$ cat src/rtl/gate_sprite_renderer.sv
// gate_sprite_renderer
// Pixel-fetch stage in front of the gate palette lookup. Each pixel clock it
// tests the current VGA coordinate against a gate sprite whose position and
// visibility are latched once per frame, issues a registered sprite ROM
// address (with power-of-two upscaling), and registers the returned 4-bit
// texel as a palette index plus an opaque flag. Latency is 3 clk from
// DrawX/DrawY to pix_index/pix_valid, one pixel per clock.
//
// Ports:
//   clk          pixel clock
//   reset_n      asynchronous active-low reset
//   DrawX/DrawY  current pixel column/row from the VGA controller
//   blank        1 = active video
//   frame_start  one-cycle pulse that latches sprite_en/pos_x/pos_y
//   sprite_en    requested visibility
//   pos_x/pos_y  requested top-left corner
//   rom_addr     registered address to the synchronous sprite ROM
//   rom_q        ROM data, one cycle after rom_addr
//   pix_index    palette index (TRANSPARENT_IDX when no sprite)
//   pix_valid    1 = opaque sprite pixel
module gate_sprite_renderer #(
    parameter int         SPRITE_W        = 64,
    parameter int         SPRITE_H        = 32,
    parameter int         SCALE_SHIFT     = 1,
    parameter logic [3:0] TRANSPARENT_IDX = 4'h0,
    parameter int         ADDR_W          = 11
) (
    input  logic              clk,
    input  logic              reset_n,
    input  logic [9:0]        DrawX,
    input  logic [9:0]        DrawY,
    input  logic              blank,
    input  logic              frame_start,
    input  logic              sprite_en,
    input  logic [9:0]        pos_x,
    input  logic [9:0]        pos_y,
    output logic [ADDR_W-1:0] rom_addr,
    input  logic [3:0]        rom_q,
    output logic [3:0]        pix_index,
    output logic              pix_valid
);

    // On-screen footprint of the scaled sprite.
    localparam logic [10:0] SPAN_X = 11'(SPRITE_W << SCALE_SHIFT);
    localparam logic [10:0] SPAN_Y = 11'(SPRITE_H << SCALE_SHIFT);

    // Frame-latched copies so mid-frame upstream changes never tear the sprite.
    logic       sh_en;
    logic [9:0] sh_x, sh_y;

    // vld_pipe[0] = v1 (address issued), vld_pipe[1] = v2 (ROM data valid).
    logic [1:0] vld_pipe;

    logic [10:0]       rel_x, rel_y, tx, ty;
    logic              hit;
    logic [ADDR_W-1:0] addr_next;

    // 11-bit two's complement offsets; bit 10 set means left of / above the sprite.
    assign rel_x = {1'b0, DrawX} - {1'b0, sh_x};
    assign rel_y = {1'b0, DrawY} - {1'b0, sh_y};

    // No explicit 640/480 test: pixels past the visible edge arrive with
    // blank=0, which is what clips the sprite at the screen border.
    assign hit = sh_en & blank
               & ~rel_x[10] & (rel_x < SPAN_X)
               & ~rel_y[10] & (rel_y < SPAN_Y);

    assign tx        = rel_x >> SCALE_SHIFT;
    assign ty        = rel_y >> SCALE_SHIFT;
    assign addr_next = ADDR_W'(ty) * ADDR_W'(SPRITE_W) + ADDR_W'(tx);

    always_ff @(posedge clk or negedge reset_n) begin
        if (!reset_n) begin
            sh_en     <= 1'b0;
            sh_x      <= '0;
            sh_y      <= '0;
            rom_addr  <= '0;
            vld_pipe  <= '0;
            pix_index <= TRANSPARENT_IDX;
            pix_valid <= 1'b0;
        end else begin
            // Stage-0 in this cycle still sees the old shadow values.
            if (frame_start) begin
                sh_en <= sprite_en;
                sh_x  <= pos_x;
                sh_y  <= pos_y;
            end
            // Address holds when idle to avoid needless ROM address toggling.
            if (hit)
                rom_addr <= addr_next;
            vld_pipe  <= {vld_pipe[0], hit};
            pix_index <= vld_pipe[1] ? rom_q : TRANSPARENT_IDX;
            pix_valid <= vld_pipe[1] & (rom_q != TRANSPARENT_IDX);
        end
    end

endmodule

$ cat config.mk
export PLATFORM = sky130hd
export DESIGN_NAME = gate_sprite_renderer
export DESIGN_NICKNAME = d
export VERILOG_FILES = /design/src/rtl/gate_sprite_renderer.sv
export SDC_FILE = /design/constraint.sdc
export NUM_CORES = 1
export LEC_CHECK = 0
export BUFFER_PORTS_ARGS = -buffer_cell sky130_fd_sc_hd__buf_2
export CAP_MARGIN = 20
export CORE_UTILIZATION = 57
export DETAILED_ROUTE_END_ITERATION = 16
export PLACE_DENSITY = 0.85
export RECOVER_POWER = 100
export SETUP_SLACK_MARGIN = 0.2
export SYNTH_ARGS = -nofsm -noshare
export SYNTH_HDL_FRONTEND = slang
export SYNTH_SLANG_ARGS = --single-unit
export TNS_END_PERCENT = 30
$ cat constraint.sdc
create_clock -name clk -period 5.73 [get_ports clk]
set_input_delay 1.146 -clock clk [delete_from_list [all_inputs] [get_ports clk]]
set_output_delay 1.146 -clock clk [all_outputs]
set_load 0.1 [all_outputs]
==> summary.md, run 1 <==
| Metric | Value |
|---|---|
| Via/cell ratio | `5.50` |
| Num CTS Buffers | `5` |
| Register Area | `976 um^2` |
| Commonest register cell after synthesis | `dfrtp_1` |
| Pwr Total | `0.868 mW` |
| Post-DRT Antenna Nets | `0` |
| Pleak | `1.52 nW` |
| CTS Hold Buffers Added | `0` |
| Core area | `4140 um^2` |
| Post-Synthesis Cell Area | `2550 um^2` |
| Required time of the critical path | `5.90 ns` |
| Final setup skew | `0.00782 ns` |
| Failing checks | `capacitance limit, slew limit` |
| Post-synth EDFFs | `0` |
| Register bit total from synthesis | `39` |
| Per-cell routed wire length | `13.7 um` |
| Clk_lat worst skew | `0.29 ns` |
| P&R area growth vs syn | `17.1%` |
| Tmin final | `3.94 ns` |
| Crit path max fanout | `12` |
| Diode count | `0` |
| Crit path kind | `input port to flop` |
| Final net count | `402` |
| Reg2Reg Setup Slack | `2.37 ns` |
| # DRC | `0` |
| Reg power frac | `0.344` |
| Initial antenna violation count | `0` |
| Reg clk slew, reported paths | `0.08 ns` |
| Synth warnings | `0` |
| Cell count after synthesis | `264` |
| FMAX | `254 MHz` |
| H-tree depth | `2` |
| Layout cells sized above 1 | `0.185` |
| Power Dens Cells | `290 nW/um^2` |
| Die Width | `68.9 um` |
| Yosys top cell area share | `0.382` |
| Worst slew pin tran | `2.07 ns` |
| Post-CTS sizing | `0` |
| Initial DRC Count | `81` |
| Avg Synthesized Cell Area | `9.67 um^2` |
| CP Launch Type | `input port` |
| Hold_sp | `vld_pipe[0]$_DFF_PN0_` |
| First-pass GRT wire length | `8470 um` |
| Setup_tns | `0 ns` |
| Total Routing Usage GR | `0.241` |
| Syn nets | `337` |
| Max cap viols | `1` |
| Register area share after synthesis | `0.382` |
| Crit path DAT | `4.10 ns` |
| Hold WS | `0.357 ns` |
| Final WL | `5190 um` |
| Fraction of registers with async set or reset after synthesis | `1.00` |
| I/O Buffers | `64` |
| Max Slew Vio Count | `40` |
| Cell accounting for the most synthesized area | `dfrtp_1` |
| IO Pins | `65` |
| Netlist cell types | `46` |
| Row count | `23` |
| Sw frac | `0.323` |
| Setup Buffers After CTS | `0` |
| Status | `finished, violations left` |
| Fin crit share | `0.687` |
| Count leader, synth | `dfrtp_1` |
| Crit. Startpoint | `DrawY[0]` |
| Largest net degree at the start of global routing | `40` |
| Synth cell count leaders | `dfrtp_1 (39), inv_1 (31), nand2_1 (28)` |
| RSZ-0062 raised after global routing | `no` |
| Layout Cells excl Fill | `380` |
| Peak supply drop | `0.163 mV` |
| CTS root buf | `clkbuf_8` |
| Relative slew slack | `-0.382` |
| Clk pwr share | `0.314` |
| CTS max path bufs | `2` |
| NetSw | `0.280 mW` |
| Area taken by multi-input logic gates | `1400 um^2` |
| Die height | `68.9 um` |
| GP Congestion | `0.909` |
| Crit. End Element | `flop` |
| Gate power share | `0.343` |
| DRT Pass-1 Iters | `4` |
| Final hold violations | `0` |
| Endpoints failing setup | `0` |
| Via Count | `2091` |
| Die footprint | `4750 um^2` |
| Clock Sinks | `39` |
| Placed insts | `372` |
| Vias in the first global route | `2101` |
| Congestion Overflow GR | `0` |
| Final HPWL DP | `4020 um` |
| Initial Util | `0.616` |
| HP Class | `flop to flop` |
| Top post-synthesis cells by area | `dfrtp_1 (38%), ha_1 (10%), inv_1 (4.6%)` |
| Worst R2R Start | `sh_y[0]$_DFFE_PN0P_` |
| Filler cells | `348` |
| Int Power | `0.588 mW` |
| CTS tree | `yes` |
-- cell usage in the layout (no fill, tap or decap), drive strengths merged, types with 6 or more instances in the layout --
cell and n:
buf 43, dfrtp 39, inv 31, nand2 28, clkbuf 26, o21ai 24, ha 21, xnor2 11
a21oi 11, mux2 11, nor2b 7, and2 6
-- kinds of logic (layout without fill, tap and decap cells) --
logic type      Yosys count  in the layout  share of synthesized area
compound gates           68             68                      0.175
xor+xnor                 14             14                     0.0480
fa+ha+maj                24             24                      0.126
buf+inv                  37            103                     0.0574
flops                    39             39                      0.382
mux                      15             15                     0.0730
simple gates             67             67                      0.137
-- metrics by stage --
step                      setup WS, ns   util  instance area (um^2)
after floorplan                   2.05      -                  2550
after global placement            1.63  0.701                  2910
after detailed placement          1.58  0.701                  2910
after CTS                         1.89  0.734                  3040
after global routing              1.65  0.721                  2990
final                             1.79  0.721                  2990
-- per-layer routing --
layer | global-route usage | wire length, um | vias to the layer above
met5 | 0 | 0 | -
met4 | 0.0995 | 76 | 0
met3 | 0.0510 | 264 | 8
met2 | 0.475 | 2800 | 66
met1 | 0.240 | 2050 | 966
li1 | - | - | 1051
-- worst max-delay path, cell delays in order --
cell	delay, ns
buf_2	0.10
nor2b_1	0.18
fa_1	0.30
nor2b_4	0.06
o21a_1	0.21
or4_1	0.40
a221oi_1	0.32
nand4_1	0.16
or4_1	0.80
mux2_1	0.43
-- flip-flops by register name, indices dropped and copies added, names as in the netlist --
register   count
rom_addr      11
sh_x          10
sh_y          10
pix_index      4
vld_pipe       2
pix_valid      1
sh_en          1
-- worst paths after layout --
check,cells after the start,end
min in group asynchronous,1,sh_x[9]$_DFFE_PN0P_
worst max register to register,9,rom_addr[4]$_DFFE_PN0P_
worst min register to register,0,vld_pipe[1]$_DFF_PN0_
worst min-delay path,0,vld_pipe[1]$_DFF_PN0_
worst max-delay path,10,rom_addr[4]$_DFFE_PN0P_
max in group asynchronous,1,sh_y[8]$_DFFE_PN0P_
-- power by group through the flow --
stage / clock network, mW / registers (mW) / logic [mW]
6_report: 0.272 / 0.298 / 0.298
5_1_grt: 0.288 / 0.300 / 0.333
4_1_cts: 0.280 / 0.298 / 0.303
3_5_place_dp: 0 / 0.304 / 0.300
3_3_place_gp: 0 / 0.303 / 0.293
2_1_floorplan: 0 / 0.327 / 0.205
-- final cells by class --
cell class / count / area share
Inverter: 31 / 0.0389
Clock inverter: 3 / 0.0226
Tap cell: 50 / 0.0209
Timing Repair Buffer: 64 / 0.0984
Sequential cell: 39 / 0.326
Multi-Input combinational cell: 188 / 0.470
Clock buffer: 5 / 0.0230
Power figures use the tool's default switching activity.
==> inputs of run 2 (changes only) <==
- CORE_UTILIZATION: 57 -> 48
- PLACE_DENSITY: 0.85 -> 0.76
- clock period: 5.73 -> 3.3 ns (I/O delays scaled with it)
==> run 2 against run 1 <==
Net effect:
- hold slack lost 0.0024 ns
- global-route usage decreased by 3.3 points
- wire length is 15% higher
- die area grew 18%
- clock-buffer cell count did not move
- non-clock buffer count up 22
- clock power grew 44%
- final cell count up 11%
- register-to-register slack worse by 2.2 ns
- the flow finishes with violations (DRC, capacitance limit, slew limit)
- critical path depth did not move
- largest power group is now combinational cells
- first-iteration DRC count fell by 3.7%
==> summary.md, run 2 (same netlist as run 1, synthesis figures left out) <==
| Metric | Value |
|---|---|
| Commonest non-fill, non-tap cell in the layout | `buf_2 (unchanged)` |
| Row count | `26 (was 23)` |
| Via/cell ratio | `5.27 (was 5.50)` |
| Reg clk slew, reported paths | `0.07 ns (was 0.08 ns)` |
| Hold_sp | `vld_pipe[0]$_DFF_PN0_ (unchanged)` |
| Initial Util | `0.500 (was 0.616)` |
| Area taken by multi-input logic gates | `1620 um^2 (was 1400 um^2)` |
| Most frequent cells in the layout | `buf_2 (45), dfrtp_1 (39), inv_1 (29) (was buf_2 (43), dfrtp_1 (39), inv_1 (31))` |
| H-tree depth | `2 (unchanged)` |
| Die height | `74.9 um (was 68.9 um)` |
| Largest register FFs | `11 (unchanged)` |
| Initial antenna violation count | `0 (unchanged)` |
| Register Area | `976 um^2 (unchanged)` |
| Die footprint | `5610 um^2 (was 4750 um^2)` |
| Die Width | `74.9 um (was 68.9 um)` |
| DRT Pass-1 Iters | `10 (was 4)` |
| Top Registers | `rom_addr (11), sh_x (10), sh_y (10) (unchanged)` |
| Tmin final | `3.16 ns` |
| Via Count | `2226 (was 2091)` |
| Endpoints failing setup | `0 (unchanged)` |
| Post-place setup slack | `-0.126 ns (was 1.58 ns)` |
| Crit path DAT | `3.34 ns (was 4.10 ns)` |
| Peak supply drop | `0.212 mV (was 0.163 mV)` |
| Max Slew Vio Count | `40 (unchanged)` |
| Final HPWL DP | `4220 um (was 4020 um)` |
| Hold-critical path depth | `0 (unchanged)` |
| Total Routing Usage GR | `0.209 (was 0.241)` |
| Per-cell routed wire length | `14.2 um (was 13.7 um)` |
| Crit path kind | `input port to flop (unchanged)` |
| # DRC | `1 (was 0)` |
| Crit. End Element | `flop (unchanged)` |
| Power Dens Cells | `465 nW/um^2 (was 290 nW/um^2)` |
| Area post-placement | `3110 um^2 (was 2910 um^2)` |
| Final worst setup slack | `0.142 ns (was 1.79 ns)` |
| Fin area | `3370 um^2 (was 2990 um^2)` |
| Failing checks | `DRC, capacitance limit, slew limit (was capacitance limit, slew limit)` |
| Clk_lat worst skew | `0.30 ns (was 0.29 ns)` |
| Initial DRC Count | `78 (was 81)` |
| I/O Buffers | `64 (unchanged)` |
| GP Congestion | `0.802 (was 0.909)` |
| Required time of the critical path | `3.48 ns (was 5.90 ns)` |
| Final setup skew | `0.00979 ns (was 0.00782 ns)` |
| Final hold violations | `0 (unchanged)` |
| Largest net degree at the start of global routing | `40 (unchanged)` |
| CTS root buf | `clkbuf_8 (unchanged)` |
| First-pass GRT wire length | `8820 um (was 8470 um)` |
| Relative slew slack | `-0.350 (was -0.382)` |
| P&R area growth vs syn | `32.2% (was 17.1%)` |
| IO Pins | `65 (unchanged)` |
| Final WL | `5980 um (was 5190 um)` |
| Status | `finished, violations left (unchanged)` |
| HP Class | `flop to flop (unchanged)` |
| CP Launch Type | `input port (unchanged)` |
| Vias in the first global route | `2031 (was 2101)` |
| Final core occ | `0.661 (was 0.721)` |
| Crit. Startpoint | `DrawX[2] (was DrawY[0])` |
| Biggest register | `rom_addr (unchanged)` |
| Clock Sinks | `39 (unchanged)` |
| Worst R2R Start | `sh_x[2]$_DFFE_PN0P_ (was sh_y[0]$_DFFE_PN0P_)` |
| Worst slew pin tran | `2.02 ns (was 2.07 ns)` |
| CTS max path bufs | `2 (unchanged)` |
| Max cap viols | `1 (unchanged)` |
| Diode count | `0 (unchanged)` |
| Core area | `5110 um^2 (was 4140 um^2)` |
| CTS tree | `yes (unchanged)` |
| FMAX | `317 MHz` |
| Congestion Overflow GR | `0 (unchanged)` |
| RSZ-0062 raised after global routing | `yes (was no)` |
| Pleak | `1.65 nW (was 1.52 nW)` |
| Setup_tns | `0 ns (unchanged)` |
| Layout cells sized above 1 | `0.349 (was 0.185)` |
| Fin crit share | `0.957` |
| Crit path max fanout | `6 (was 12)` |
| Num CTS Buffers | `5 (unchanged)` |
| Worst r2r path cells | `10 (was 9)` |
| Final net count | `425 (was 402)` |
| Filler cells | `426 (was 348)` |
| Post-DRT Antenna Nets | `0 (unchanged)` |
-- run 2: cell types whose count changed in the layout (fill, tap and decap cells not counted), sizes merged --
cell / before / now
clkbuf: 26 / 24
bufinv: 2 / 1
or4: 2 / 3
buf: 43 / 67
-- run 2: path summary, 6_finish.rpt --
kind | end | slack (ns)
worst max-delay path | rom_addr[2]$_DFFE_PN0P_ | 0.14
worst min-delay path | vld_pipe[1]$_DFF_PN0_ | 0.35
worst max register to register | rom_addr[2]$_DFFE_PN0P_ | 0.17
worst min register to register | vld_pipe[1]$_DFF_PN0_ | 0.35
max in group asynchronous | sh_y[1]$_DFFE_PN0P_ | 1.21
min in group asynchronous | sh_en$_DFFE_PN0P_ | 0.94
-- run 2: routing by layer --
layer	track usage	up-vias	wire length, um
li1	-	1106	-
met1	0.265	1054	2640
met2	0.355	55	3020
met3	0.0495	11	229
met4	0.0587	0	91
met5	0	-	0
-- run 2: power by group --
group          internal (mW)  switching [mW]  total [mW]
logic                  0.301           0.358       0.659
clock network          0.221           0.171       0.392
registers              0.507          0.0120       0.519
total                   1.03           0.540        1.57
-- run 2: stage by stage --
step / std cells / hold slack, ns / total power [mW]
detailed placement: 409 / 0.340 / 1.11
global placement: 409 / 0.341 / 1.09
finish: 422 / 0.354 / 1.57
global route: 422 / 0.370 / 1.66
floorplan: 264 / 0.331 / 0.936
CTS: 416 / 0.358 / 1.52
-- run 2: worst max-delay path: stages --
cell and delay [ns]:
buf_2 0.12, ha_4 0.25, nor2b_2 0.16, o21a_1 0.22, o2111a_1 0.28, a311oi_2 0.29
clkbuf_4 0.21, nand4_1 0.20, or4_4 0.63, mux2_4 0.33
-- run 2: timing repair --
item | in CTS | in global routing
pin swaps | 2 | 11
resized for setup | 5 | 25
hold buffers | 0 | 0
endpoints found under the setup margin | 1 | 10
buffers inserted | 0 | 5
cloned | 0 | 1
-- run 2: area by class of cell --
type                       count  share of cell area
clock buffer                   5              0.0204
multi-input combinational    189               0.479
clock inverter                 2              0.0111
inverter                      31              0.0345
sequential                    39               0.289
timing repair buffer          86               0.140
tap                           70              0.0260
==> inputs of run 3 (changes only) <==
--- a/config.mk
+++ b/config.mk
@@ -10,2 +10,3 @@
 export CORE_UTILIZATION = 48
+export CTS_CLUSTER_SIZE = 40
 export DETAILED_ROUTE_END_ITERATION = 16
--- a/constraint.sdc
+++ b/constraint.sdc
@@ -3,2 +3,2 @@
 set_output_delay 0.66 -clock clk [all_outputs]
-set_load 0.1 [all_outputs]
+set_load 0.005 [all_outputs]
==> run 3 against run 2 <==
Net effect:
- clock power is essentially flat
- die area is the same
- critical path type unchanged
- power shrank 2.7%
- the run still ends with DRC, capacitance limit, slew limit left
- highest routed layer unchanged
- largest cell class unchanged
==> summary.md, run 3 (same netlist as run 1, synthesis figures left out) <==
| Metric | Value |
|---|---|
| Status | `finished, violations left (unchanged)` |
| Failing checks | `DRC, capacitance limit, slew limit (unchanged)` |
| Via/cell ratio | `5.25 (was 5.27)` |
| Int Power | `1.03 mW (about the same)` |
| Layout cells sized above 1 | `0.364 (was 0.349)` |
| I/O Buffers | `64 (unchanged)` |
| Crit path DAT | `3.34 ns (about the same)` |
| Max cap viols | `1 (unchanged)` |
| GRT met3 Usage | `0.0495 (unchanged)` |
| Final WL | `6010 um (was 5980 um)` |
| Fin area | `3380 um^2 (was 3370 um^2)` |
| Met1 Usage GRT | `0.265 (unchanged)` |
| Final setup skew | `0.00985 ns (was 0.00979 ns)` |
| # DRC | `1 (unchanged)` |
| Vias in the first global route | `2031 (unchanged)` |
| Met2 Use GR | `0.355 (unchanged)` |
| Crit. End Element | `flop (unchanged)` |
| Reg clk slew, reported paths | `0.07 ns (about the same)` |
| Die footprint | `5610 um^2 (unchanged)` |
| Endpoints failing setup | `0 (unchanged)` |
| Pleak | `1.66 nW (was 1.65 nW)` |
| Worst slew pin tran | `2.03 ns (was 2.02 ns)` |
| Commonest non-fill, non-tap cell in the layout | `buf_2 (unchanged)` |
| HP Class | `flop to flop (unchanged)` |
| Sw frac | `0.326 (was 0.344)` |
| CTS root buf | `clkbuf_8 (unchanged)` |
| CTS max path bufs | `2 (unchanged)` |
| Placed insts | `409 (unchanged)` |
| Area post-placement | `3110 um^2 (unchanged)` |
| CTS tree | `yes (unchanged)` |
| FMAX | `316 MHz (was 317 MHz)` |
| Final net count | `425 (unchanged)` |
| NetSw | `0.497 mW (was 0.540 mW)` |
| Post-DRT Antenna Nets | `0 (unchanged)` |
| First-pass GRT wire length | `8820 um (unchanged)` |
| Hold_sp | `vld_pipe[0]$_DFF_PN0_ (unchanged)` |
| Row count | `26 (unchanged)` |
| Per-cell routed wire length | `14.2 um (about the same)` |
| Final hold violations | `0 (unchanged)` |
| Final worst setup slack | `0.138 ns (was 0.142 ns)` |
| Largest register FFs | `11 (unchanged)` |
| Layout Cells excl Fill | `422 (unchanged)` |
| Initial antenna violation count | `0 (unchanged)` |
| Clock Sinks | `39 (unchanged)` |
| Clk pwr share | `0.256 (was 0.250)` |
| Initial DRC Count | `83 (was 78)` |
| Reg power frac | `0.340 (was 0.331)` |
| Required time of the critical path | `3.48 ns (about the same)` |
| Crit path kind | `input port to flop (unchanged)` |
| Most frequent cells in the layout | `buf_2 (50), dfrtp_1 (39), inv_1 (29) (was buf_2 (45), dfrtp_1 (39), inv_1 (29))` |
| Crit. Startpoint | `DrawX[5] (was DrawX[2])` |
| Setup_tns | `0 ns (unchanged)` |
| Top Registers | `rom_addr (11), sh_x (10), sh_y (10) (unchanged)` |
| DRT Pass-1 Iters | `10 (unchanged)` |
| Diode count | `0 (unchanged)` |
| Congestion Overflow GR | `0 (unchanged)` |
| Crit path max fanout | `6 (unchanged)` |
| Core area | `5110 um^2 (unchanged)` |
| Total Routing Usage GR | `0.209 (unchanged)` |
| Max Slew Vio Count | `40 (unchanged)` |
| Post-place setup slack | `-0.126 ns (unchanged)` |
| Peak supply drop | `0.212 mV (about the same)` |
| Die height | `74.9 um (unchanged)` |
| P&R area growth vs syn | `32.5% (was 32.2%)` |
| Final HPWL DP | `4220 um (unchanged)` |
| Hold WS | `0.354 ns (about the same)` |
| Largest net degree at the start of global routing | `40 (unchanged)` |
| Biggest register | `rom_addr (unchanged)` |
| Num CTS Buffers | `5 (unchanged)` |
| RSZ-0062 raised after global routing | `yes (unchanged)` |
| GP Congestion | `0.802 (unchanged)` |
| CTS Hold Buffers Added | `0 (unchanged)` |
| Tmin final | `3.16 ns (about the same)` |
| Fin crit share | `0.958 (was 0.957)` |
| Initial Util | `0.500 (unchanged)` |
| Worst R2R Start | `sh_x[2]$_DFFE_PN0P_ (unchanged)` |
| Clk_lat worst skew | `0.30 ns (about the same)` |
| Via Count | `2216 (was 2226)` |
| Relative slew slack | `-0.351 (was -0.350)` |
| H-tree depth | `2 (unchanged)` |
| Gate power share | `0.404 (was 0.420)` |
| IO Pins | `65 (unchanged)` |
| Power Dens Cells | `452 nW/um^2 (was 465 nW/um^2)` |
| Busiest grt layer | `met2 (unchanged)` |
| CP Launch Type | `input port (unchanged)` |
| Die Width | `74.9 um (unchanged)` |
[run 3: worst paths after layout]
path,endpoint,slack (ns),cells past startpoint
min in group asynchronous,sh_en$_DFFE_PN0P_,0.94,1
max,rom_addr[2]$_DFFE_PN0P_,0.14,10
max reg2reg,rom_addr[2]$_DFFE_PN0P_,0.17,10
max in group asynchronous,sh_y[1]$_DFFE_PN0P_,1.20,1
min,vld_pipe[1]$_DFF_PN0_,0.35,0
min reg2reg,vld_pipe[1]$_DFF_PN0_,0.35,0
[run 3: timing repair]
action	CTS	global route
gates cloned	0	1
setup buffers	0	5
endpoints found under the setup margin	1	10
pin swaps	2	11
gates resized for setup	5	25
[run 3: power groups by stage]
| stage | Sequential [mW] | Combinational, mW | Clock, mW |
|---|---|---|---|
| final | 0.519 | 0.617 | 0.392 |
| after global routing | 0.521 | 0.684 | 0.418 |
| after CTS | 0.518 | 0.554 | 0.401 |
| after detailed placement | 0.527 | 0.539 | 0 |
| after global placement | 0.526 | 0.521 | 0 |
| after floorplan | 0.525 | 0.368 | 0 |
[run 3: area by class of cell]
class | count | area, um^2
Clock buffer | 5 | 68.8
Clock inverter | 2 | 37.5
Fill cell | 424 | 1730
Inverter | 31 | 116
Multi-Input combinational cell | 189 | 1620
Sequential cell | 39 | 976
Tap cell | 70 | 87.6
Timing Repair Buffer | 86 | 479
[run 3: stage by stage]
stage,utilization,power [mW]
after floorplan,-,0.893
after global placement,0.610,1.05
after detailed placement,0.610,1.07
after CTS,0.634,1.47
after global routing,0.662,1.62
final,0.662,1.53
[run 3: critical path: stages]
cell      delay (ns)
buf_2           0.12
ha_4            0.26
a21oi_2         0.22
nand2_2         0.15
o2111a_1        0.28
a311oi_2        0.29
clkbuf_4        0.21
nand4_1         0.20
or4_4           0.63
mux2_4          0.33
[run 3: routing by layer]
metal  wire (um)  share of wire  up-vias
met2        3020           0.50       59
met1        2650           0.44     1043
met4          93          0.015        0
met3         243          0.040       11
li1            -              -     1103
met5           0              0        -
